## src/rtl/instr_sequencer_if.sv

```systemverilog
// Sequencer-side bus: fetch/data memory handshakes, ALU flags and control outputs.
// master = sequencer, slave = memory/datapath environment.
interface instr_sequencer_if;
  logic        RUN;
  logic        IMEM_REQ;
  logic        IMEM_ACK;
  logic [15:0] INSTR;
  logic        DMEM_REQ;
  logic        DMEM_WE;
  logic        DMEM_ACK;
  logic [3:0]  FLAGS;
  logic [15:0] PC;
  logic [15:0] EXEC;
  logic [3:0]  S_ALU;
  logic        REG_WE;
  logic [2:0]  PHASE;
  logic        HALTED;

  modport master (
    input  RUN, IMEM_ACK, INSTR, DMEM_ACK, FLAGS,
    output IMEM_REQ, DMEM_REQ, DMEM_WE, PC, EXEC, S_ALU, REG_WE, PHASE, HALTED
  );

  modport slave (
    output RUN, IMEM_ACK, INSTR, DMEM_ACK, FLAGS,
    input  IMEM_REQ, DMEM_REQ, DMEM_WE, PC, EXEC, S_ALU, REG_WE, PHASE, HALTED
  );
endinterface

```

## src/rtl/instr_sequencer.sv

```systemverilog
// Multi-cycle fetch/decode/exec/mem/wb sequencer; memory waits stretch FETCH/MEM via REQ held until ACK.
// Optional ILLEGAL_TRAP_EN: unknown op2 subcodes halt instead of executing as a NOP.
module instr_sequencer #(
  parameter logic [15:0] RESET_PC = 16'h0000
) (
  input logic            CLOCK,
  input logic            RESET,
  instr_sequencer_if.master bus
);
  typedef enum logic [2:0] {
    ST_IDLE   = 3'd0,
    ST_FETCH  = 3'd1,
    ST_DECODE = 3'd2,
    ST_EXEC   = 3'd3,
    ST_MEM    = 3'd4,
    ST_WB     = 3'd5,
    ST_HALT   = 3'd6
  } state_t;

  state_t      state_q, state_d;
  logic [15:0] pc_q, pc_d;
  logic [15:0] exec_q, exec_d;

  logic [1:0]  opc;
  logic [2:0]  sub;
  logic [15:0] br_target;
  logic        sv;
  logic        cond_taken;
  logic        halt_op;
  state_t      boundary_st;
  logic        unused_carry;

  assign unused_carry = bus.FLAGS[1];

  always_comb begin
    opc         = exec_q[15:14];
    sub         = exec_q[13:11];
    // PC has already been incremented past this instruction when the offset is applied.
    br_target   = pc_q + {{8{exec_q[7]}}, exec_q[7:0]};
    sv          = bus.FLAGS[3] ^ bus.FLAGS[0];
    boundary_st = bus.RUN ? ST_FETCH : ST_IDLE;
    case (exec_q[10:8])
      3'b000:  cond_taken = bus.FLAGS[2];
      3'b001:  cond_taken = sv;
      3'b010:  cond_taken = bus.FLAGS[2] | sv;
      3'b011:  cond_taken = ~bus.FLAGS[2];
      default: cond_taken = 1'b0;
    endcase
`ifdef ILLEGAL_TRAP_EN
    halt_op = ((opc == 2'b11) && (exec_q[7:4] == 4'hF)) ||
              ((opc == 2'b10) && (sub != 3'b000) && (sub != 3'b100) && (sub != 3'b111));
`else
    halt_op = (opc == 2'b11) && (exec_q[7:4] == 4'hF);
`endif
  end

  always_comb begin
    state_d = state_q;
    pc_d    = pc_q;
    exec_d  = exec_q;
    unique case (state_q)
      ST_IDLE: begin
        if (bus.RUN) state_d = ST_FETCH;
      end
      ST_FETCH: begin
        if (bus.IMEM_ACK) begin
          exec_d  = bus.INSTR;
          pc_d    = pc_q + 16'd1;
          state_d = ST_DECODE;
        end
      end
      ST_DECODE: begin
        state_d = halt_op ? ST_HALT : ST_EXEC;
      end
      ST_EXEC: begin
        unique case (opc)
          2'b11:        state_d = ST_WB;
          2'b00, 2'b01: state_d = ST_MEM;
          2'b10: begin
            case (sub)
              3'b000: state_d = ST_WB;
              3'b100: begin
                pc_d    = br_target;
                state_d = boundary_st;
              end
              3'b111: begin
                if (cond_taken) pc_d = br_target;
                state_d = boundary_st;
              end
              default: state_d = boundary_st;
            endcase
          end
        endcase
      end
      ST_MEM: begin
        if (bus.DMEM_ACK) state_d = (opc == 2'b01) ? boundary_st : ST_WB;
      end
      ST_WB:   state_d = boundary_st;
      ST_HALT: state_d = ST_HALT;
      default: state_d = ST_IDLE;
    endcase
  end

  always_ff @(posedge CLOCK) begin
    if (RESET) begin
      state_q <= ST_IDLE;
      pc_q    <= RESET_PC;
      exec_q  <= 16'h0000;
    end else begin
      state_q <= state_d;
      pc_q    <= pc_d;
      exec_q  <= exec_d;
    end
  end

  // Every output is a decode of registered state, so no input reaches an output combinationally.
  assign bus.IMEM_REQ = (state_q == ST_FETCH);
  assign bus.DMEM_REQ = (state_q == ST_MEM);
  assign bus.DMEM_WE  = (state_q == ST_MEM) && (opc == 2'b01);
  assign bus.REG_WE   = (state_q == ST_WB);
  assign bus.HALTED   = (state_q == ST_HALT);
  assign bus.PHASE    = state_q;
  assign bus.PC       = pc_q;
  assign bus.EXEC     = exec_q;
  assign bus.S_ALU    = (opc == 2'b11) ? exec_q[7:4] : 4'h0;
endmodule

```

## src/flat_wrapper.sv

```systemverilog
// flat-port wrapper written by rule: the top's interface ports become plain ports
module instr_sequencer_flat 
#(
  parameter logic [15:0] RESET_PC = 16'h0000
)
  (CLOCK, RESET, bus_RUN, bus_IMEM_ACK, bus_INSTR, bus_DMEM_ACK, bus_FLAGS, bus_IMEM_REQ, bus_DMEM_REQ, bus_DMEM_WE, bus_PC, bus_EXEC, bus_S_ALU, bus_REG_WE, bus_PHASE, bus_HALTED);
  instr_sequencer_if bus_i ();
  input logic CLOCK;
  input logic RESET;
  input wire logic [$bits(bus_i.RUN)-1:0] bus_RUN;
  input wire logic [$bits(bus_i.IMEM_ACK)-1:0] bus_IMEM_ACK;
  input wire logic [$bits(bus_i.INSTR)-1:0] bus_INSTR;
  input wire logic [$bits(bus_i.DMEM_ACK)-1:0] bus_DMEM_ACK;
  input wire logic [$bits(bus_i.FLAGS)-1:0] bus_FLAGS;
  output wire logic [$bits(bus_i.IMEM_REQ)-1:0] bus_IMEM_REQ;
  output wire logic [$bits(bus_i.DMEM_REQ)-1:0] bus_DMEM_REQ;
  output wire logic [$bits(bus_i.DMEM_WE)-1:0] bus_DMEM_WE;
  output wire logic [$bits(bus_i.PC)-1:0] bus_PC;
  output wire logic [$bits(bus_i.EXEC)-1:0] bus_EXEC;
  output wire logic [$bits(bus_i.S_ALU)-1:0] bus_S_ALU;
  output wire logic [$bits(bus_i.REG_WE)-1:0] bus_REG_WE;
  output wire logic [$bits(bus_i.PHASE)-1:0] bus_PHASE;
  output wire logic [$bits(bus_i.HALTED)-1:0] bus_HALTED;
  assign bus_i.RUN = bus_RUN;
  assign bus_i.IMEM_ACK = bus_IMEM_ACK;
  assign bus_i.INSTR = bus_INSTR;
  assign bus_i.DMEM_ACK = bus_DMEM_ACK;
  assign bus_i.FLAGS = bus_FLAGS;
  assign bus_IMEM_REQ = bus_i.IMEM_REQ;
  assign bus_DMEM_REQ = bus_i.DMEM_REQ;
  assign bus_DMEM_WE = bus_i.DMEM_WE;
  assign bus_PC = bus_i.PC;
  assign bus_EXEC = bus_i.EXEC;
  assign bus_S_ALU = bus_i.S_ALU;
  assign bus_REG_WE = bus_i.REG_WE;
  assign bus_PHASE = bus_i.PHASE;
  assign bus_HALTED = bus_i.HALTED;
  instr_sequencer #(.RESET_PC(RESET_PC)) u_core (.CLOCK(CLOCK), .RESET(RESET), .bus(bus_i));
endmodule
```

## config.mk

```make
export PLATFORM = sky130hd
export DESIGN_NAME = instr_sequencer_flat
export DESIGN_NICKNAME = d
export VERILOG_FILES = /design/src/rtl/instr_sequencer_if.sv /design/src/rtl/instr_sequencer.sv /design/src/flat_wrapper.sv
export SDC_FILE = /design/constraint.sdc
export NUM_CORES = 1
export LEC_CHECK = 0
export CELL_PAD_IN_SITES_DETAIL_PLACEMENT = 1
export CELL_PAD_IN_SITES_GLOBAL_PLACEMENT = 1
export CORE_ASPECT_RATIO = 1.75
export CORE_MARGIN = 4
export CORE_UTILIZATION = 31
export DETAILED_ROUTE_END_ITERATION = 7
export PLACE_DENSITY = 0.77
export REMOVE_ABC_BUFFERS = 1
export SKIP_CTS_REPAIR_TIMING = 1
export SLEW_MARGIN = 25
export SYNTH_ARGS = -nofsm -noshare
export SYNTH_HDL_FRONTEND = slang
export SYNTH_SLANG_ARGS = --single-unit
export TNS_END_PERCENT = 10
```

## constraint.sdc

```tcl
create_clock -name CLOCK -period 3 [get_ports CLOCK]
set_clock_uncertainty 0.05 [all_clocks]
set_input_delay 0.3 -clock CLOCK [delete_from_list [all_inputs] [get_ports CLOCK]]
set_output_delay 0.3 -clock CLOCK [all_outputs]
set_load 0.02 [all_outputs]
```

Word level (Yosys, flattened, before mapping)
Index checks and enable logic that the tools add are counted.
Widths: inputs -> output; s select.
{ "totals": {"register_bits": 35} }
{ "op_classes": {"reduce_logical": 11, "n_bitwise": 3, "n_addsub": 2, "muxes": 16, "eq_ne": 21} }
{ "op_table": {"columns": ["cell", "count"], "rows": [
  ["$pmux 16 s2", 2],
  ["$mux 16", 3],
  ["$pmux 3 s7", 1],
  ["$mux 3", 6],
  ["$add 16x1->16 const B", 1],
  ["$add 16x16->16", 1],
  ["$eq 3x3->1 const B", 5],
  ["$eq 3x2->1 const B", 4],
  ["$logic_not 3->1", 3],
  ["$pmux 3 s3", 1],
  ["$eq 3x1->1 const B", 2],
  ["$ne 2x2->1 const B", 3],
  ["$ne 3x2->1 const B", 2],
  ["$reduce_and 5->1", 1],
  ["$eq 2x2->1 const B", 2],
  ["$eq 4x4->1 const B", 1],
  ["$mux 4", 1],
  ["$pmux 1 s4", 1],
  ["$reduce_and 3->1", 1],
  ["$eq 2x1->1 const B", 1],
  ["$logic_and 1x1->1", 2],
  ["$logic_not 2->1", 1],
  ["$ne 2x1->1 const B", 1],
  ["$reduce_and 2->1", 1],
  ["other kinds (6)", 6]
]} }

Depth between registers and ports, before layout
{ "depth": {"word_depth": 7, "ltp_mapped": 12} }

Worst setup path after synthesis
No wires, ideal clock.
{ "synth_path": {"path_kind": "flip-flop to flip-flop", "start": "register u_core.state_q[2] (netlist: u_core.bus.PHASE[2])", "end": "register u_core.pc_q[8] (netlist: u_core.bus.PC[8])", "t_arrival_ns": 3.077, "path_stages_with_launch": 13, "setup_slack_ns": -0.197, "required_ns": 2.879, "n_path_buf": 2, "setup_time_ns": 0.071, "path_cell_list": "dfxtp_1 buf_6 and3b_1 buf_6 or2b_1 ha_1 fa_1 a211oi_1 o21ai_0 a21oi_1 mux2_2 or3_1 a21oi_1"} }
{ "synth_between": {"elab_chain_cells": 3, "elab_cells_between_ends": 9, "classes_between": "eq/ne: 6; mux: 1; reduce/logical: 2"} }
{ "synth_lines": {"columns": ["item", "line", "rtl"], "rows": [
  ["from (decl)", "instr_sequencer.sv:20", "state_t state_q, state_d;"],
  ["from (signal assigned)", "instr_sequencer.sv:110", "state_q <= state_d;"],
  ["$eq 3x2->1 or $eq 3x1->1 (tied branches)", "instr_sequencer.sv:61", "unique case (state_q)"],
  ["$ne 3x2->1 (no source line), or another cell as far along", null, null],
  ["$reduce_and 5->1 (no source line)", null, null],
  ["to (signal assigned)", "instr_sequencer.sv:111", "pc_q <= pc_d;"],
  ["to (decl)", "instr_sequencer.sv:21", "logic [15:0] pc_q, pc_d;"]
]} }
Several ways; a longest one is shown, not always the timed one.
A chain may end at the register's enable or synchronous reset.

Worst setup path after layout
Same ends and word-level chain as after synthesis.

==> out/metrics.cfg <==
[floorplanning]
core_area_um2=7570
dieWidth_um=74.5
die_h_um=124
io_pins=69
rows=42
design.die.area_um2=9270
start_util_pct=31.7

[final_layout]
final_common_cell=clkdlybuf4s50_1
areaGrowthSynthToFinish_pct=38.1
final_layout_size_suffix_gt1_share_pct=13.0
final_area_um2=3320
stdcell_count=450
fin_nets=395
diodes=0
final_cell_mix=67 x clkdlybuf4s50_1, 42 x nand2_1, 36 x a21oi_1, 35 x dfxtp_1, 23 x nor2_1

[power_and_ir_drop]
power_frac_comb_pct=16.2
vdd_drop_max_mv=0.267
total_power_w=0.00142
power-per-cell-area_nw_per_um2=428
p_int_w=0.00107
swShare_pct=24.4
seqPwrFrac_pct=35.7
p_clk_share_pct=48.1
p_leak_nw=1.36
p_sw_w=0.000347

[min_path]
min_from=u_core.bus.EXEC[3]
hold_class=flop to flop
hold_end=u_core.bus.EXEC[3]
whs_path_depth=2

[yosys]
async_flop_share_pct=0
syn_inst=297
synth.avg_cell_area_um2=8.08
yosysUniqueCellTypes=63
yosysSeqAreaShare_pct=29.2
ys_warn_count=0
yosysTopAreaCellShare_pct=29.2
synth_enable_flop_cells=0
synthFlopType=dfxtp_1
ys_top_cells_by_area=dfxtp_1 29%, a21oi_1 7.7%, nand2_1 6.6%, ha_1 4.2%, nor2_1 3.6%
yosysTopAreaCell=dfxtp_1
netlist_area_um2=2400
yosys_register_bits=35

[cts]
clk_pin_slew_worst_paths_ns=0.06
clock-root-buffer=clkbuf_16
insertion_delay_ns=0.28
max-clock-path-buffers=2
cts_tree=built
cts_sinks=35
h-tree-depth=2
cts_buffers=5

[worst_setup_path]
crit_chain=and3b_1 > or2b_1 > ha_1 > fa_2 > a211oi_4 > o21ai_2 > a21oi_2 > mux2_2 > or3_1 > a21oi_1
crit_slowest_cell=fa_2
max_stage_delay_ns=0.39
cp_num_buf_inv=0
ff2ff_setup_slack_ns=0.10
worst-setup-path-type=flop to flop
r2r_cells=10
crit_path_end_kind=flop
cp_data_required_time_ns=3.14
r2r_start=u_core.bus.PHASE[2]
path_max_fanout=2
worstPathArrival_ns=3.04
r2r_end=u_core.bus.PC[8]
critPathLaunchType=flop
path_delay_family=simple AND/OR/NAND/NOR gates

[timing]
whs_ns=0.417
finalHoldViolCount=0
finalSetupViolations=0
maxSlewViolCount=0
min_period_ns=2.90
max_freq_ghz=0.345
period_share_pct=96.5
max_slew_margin_pct=49.8
tightest_slew_ns=0.751
rsz0062_at_grt=yes

[placement]
port_buffers=67
hpwlAfterDp_um=5600
place_area_um2=3100
gp_congestion=0.879
dp_cells=442

[detailed_routing]
drc=0
vias_per_cell=5.40
first_pass_iters=4
drtIter0Drc=60
routed_wl_um=7480
num_vias=2432
wl_per_cell_um=16.6
ant_nets=0

[global_route]
grt.total_usage_pct=16.9
antenna_found_initial=0
grt_pass1_vias=2632
grt_pass1_wl_um=12700
grt_max_degree=23
gr-total-overflow=0

[status]
status=completed

[job]
cap_viol_max_count=0

[flip-flops by register name, summed over array words and instances, names as in the netlist]
register and flops:
u_core.bus.PC 16, u_core.bus.EXEC 16, u_core.bus.PHASE 3
[through the flow]
step	setup TNS, ns	setup WS [ns]	util [%]
after floorplan	-0.915	-0.361	-
after global placement	0	0.0108	41.0
after detailed placement	-0.0981	-0.0556	41.0
after CTS	-0.200	-0.126	43.5
after global routing	-0.189	-0.0771	43.8
final	0	0.104	43.8
[worst max-delay path by stage]
stage,cells past startpoint,endpoint,start,slack (ns)
6_report,10,u_core.bus.PC[8],u_core.bus.PHASE[2],0.10
5_1_grt,10,u_core.bus.PC[8],u_core.bus.PHASE[1],-0.08
4_1_cts,10,u_core.bus.PC[8],u_core.bus.PHASE[2],-0.13
3_5_place_dp,10,u_core.bus.PC[8],u_core.bus.PHASE[2],-0.06
3_3_place_gp,11,u_core.bus.PC[14],u_core.bus.PHASE[2],0.01
2_1_floorplan,10,u_core.bus.PC[8],u_core.bus.PHASE[1],-0.36
[worst reg2reg max path: stages, from the launching register on]
cell      delay, ns
dfxtp_1        0.30
and3b_1        0.24
or2b_1         0.24
ha_1           0.22
fa_2           0.39
a211oi_4       0.28
o21ai_2        0.11
a21oi_2        0.16
mux2_2         0.35
or3_1          0.31
a21oi_1        0.17
[cell families (layout without fill, tap and decap cells)]
logic type | after synthesis | after routing | share of synthesized area [%]
AOI/OAI and AO/OA | 81 | 81 | 21.9
muxes | 13 | 13 | 5.73
buffers and inverters | 24 | 89 | 6.98
and+or+nand+nor | 129 | 129 | 29.0
xor gates and xnor gates | 6 | 6 | 2.19
DFF | 35 | 35 | 29.2
adders and majority gates | 9 | 9 | 5.00
[power by group through the flow]
stage                     registers [W]  logic (W)  clock network, W
after floorplan                0.000543  0.0000788                 0
after global placement         0.000517   0.000226                 0
after detailed placement       0.000518   0.000231                 0
after CTS                      0.000508   0.000232          0.000689
after global routing           0.000511   0.000250          0.000714
final                          0.000507   0.000230          0.000682
[routing by layer]
| layer | wire (um) | part of all wire, % | up-vias | track usage, % |
|---|---|---|---|---|
| met5 | 0 | 0 | - | 0 |
| li1 | - | - | 1184 | - |
| met4 | 142 | 1.9 | 0 | 4.82 |
| met2 | 4280 | 57 | 51 | 32.2 |
| met3 | 249 | 3.3 | 13 | 2.34 |
| met1 | 2800 | 37 | 1184 | 18.3 |
[cell type report]
cell class / count / area (um2)
flip-flops and latches: 35 / 701
fillers: 908 / 4250
clock buffers: 6 / 129
multi-input cells: 238 / 1560
inverters: 4 / 15.0
well taps: 88 / 110
clock inverters: 2 / 60.1
repair buffers: 77 / 746
[cells in the mapped netlist (2+ instances only)]
| cell type | instances |
|---|---|
| o21bai_1 | 2 |
| clkbuf_1 | 8 |
| nand2b_1 | 2 |
| a2111o_1 | 2 |
| and3_1 | 6 |
| a21oi_1 | 37 |
| buf_6 | 3 |
| and2_2 | 6 |
| mux2_2 | 6 |
| dfxtp_1 | 35 |
| nor2b_1 | 6 |
| xnor2_1 | 5 |
| nor3_1 | 11 |
| nand3_1 | 8 |
| nand3b_1 | 2 |
| nand4b_4 | 2 |
| o31ai_1 | 3 |
| a211oi_1 | 3 |
| nor2_1 | 23 |
| and2_1 | 4 |
| a21o_1 | 5 |
| buf_4 | 2 |
| nand2_1 | 42 |
| or3_1 | 3 |
| inv_1 | 4 |
| o21a_1 | 3 |
| clkbuf_8 | 4 |
| mux2i_1 | 7 |
| o211ai_1 | 2 |
| o211ai_2 | 2 |
| o21ai_0 | 10 |
| ha_1 | 8 |
(Power assumes the default switching activity.)
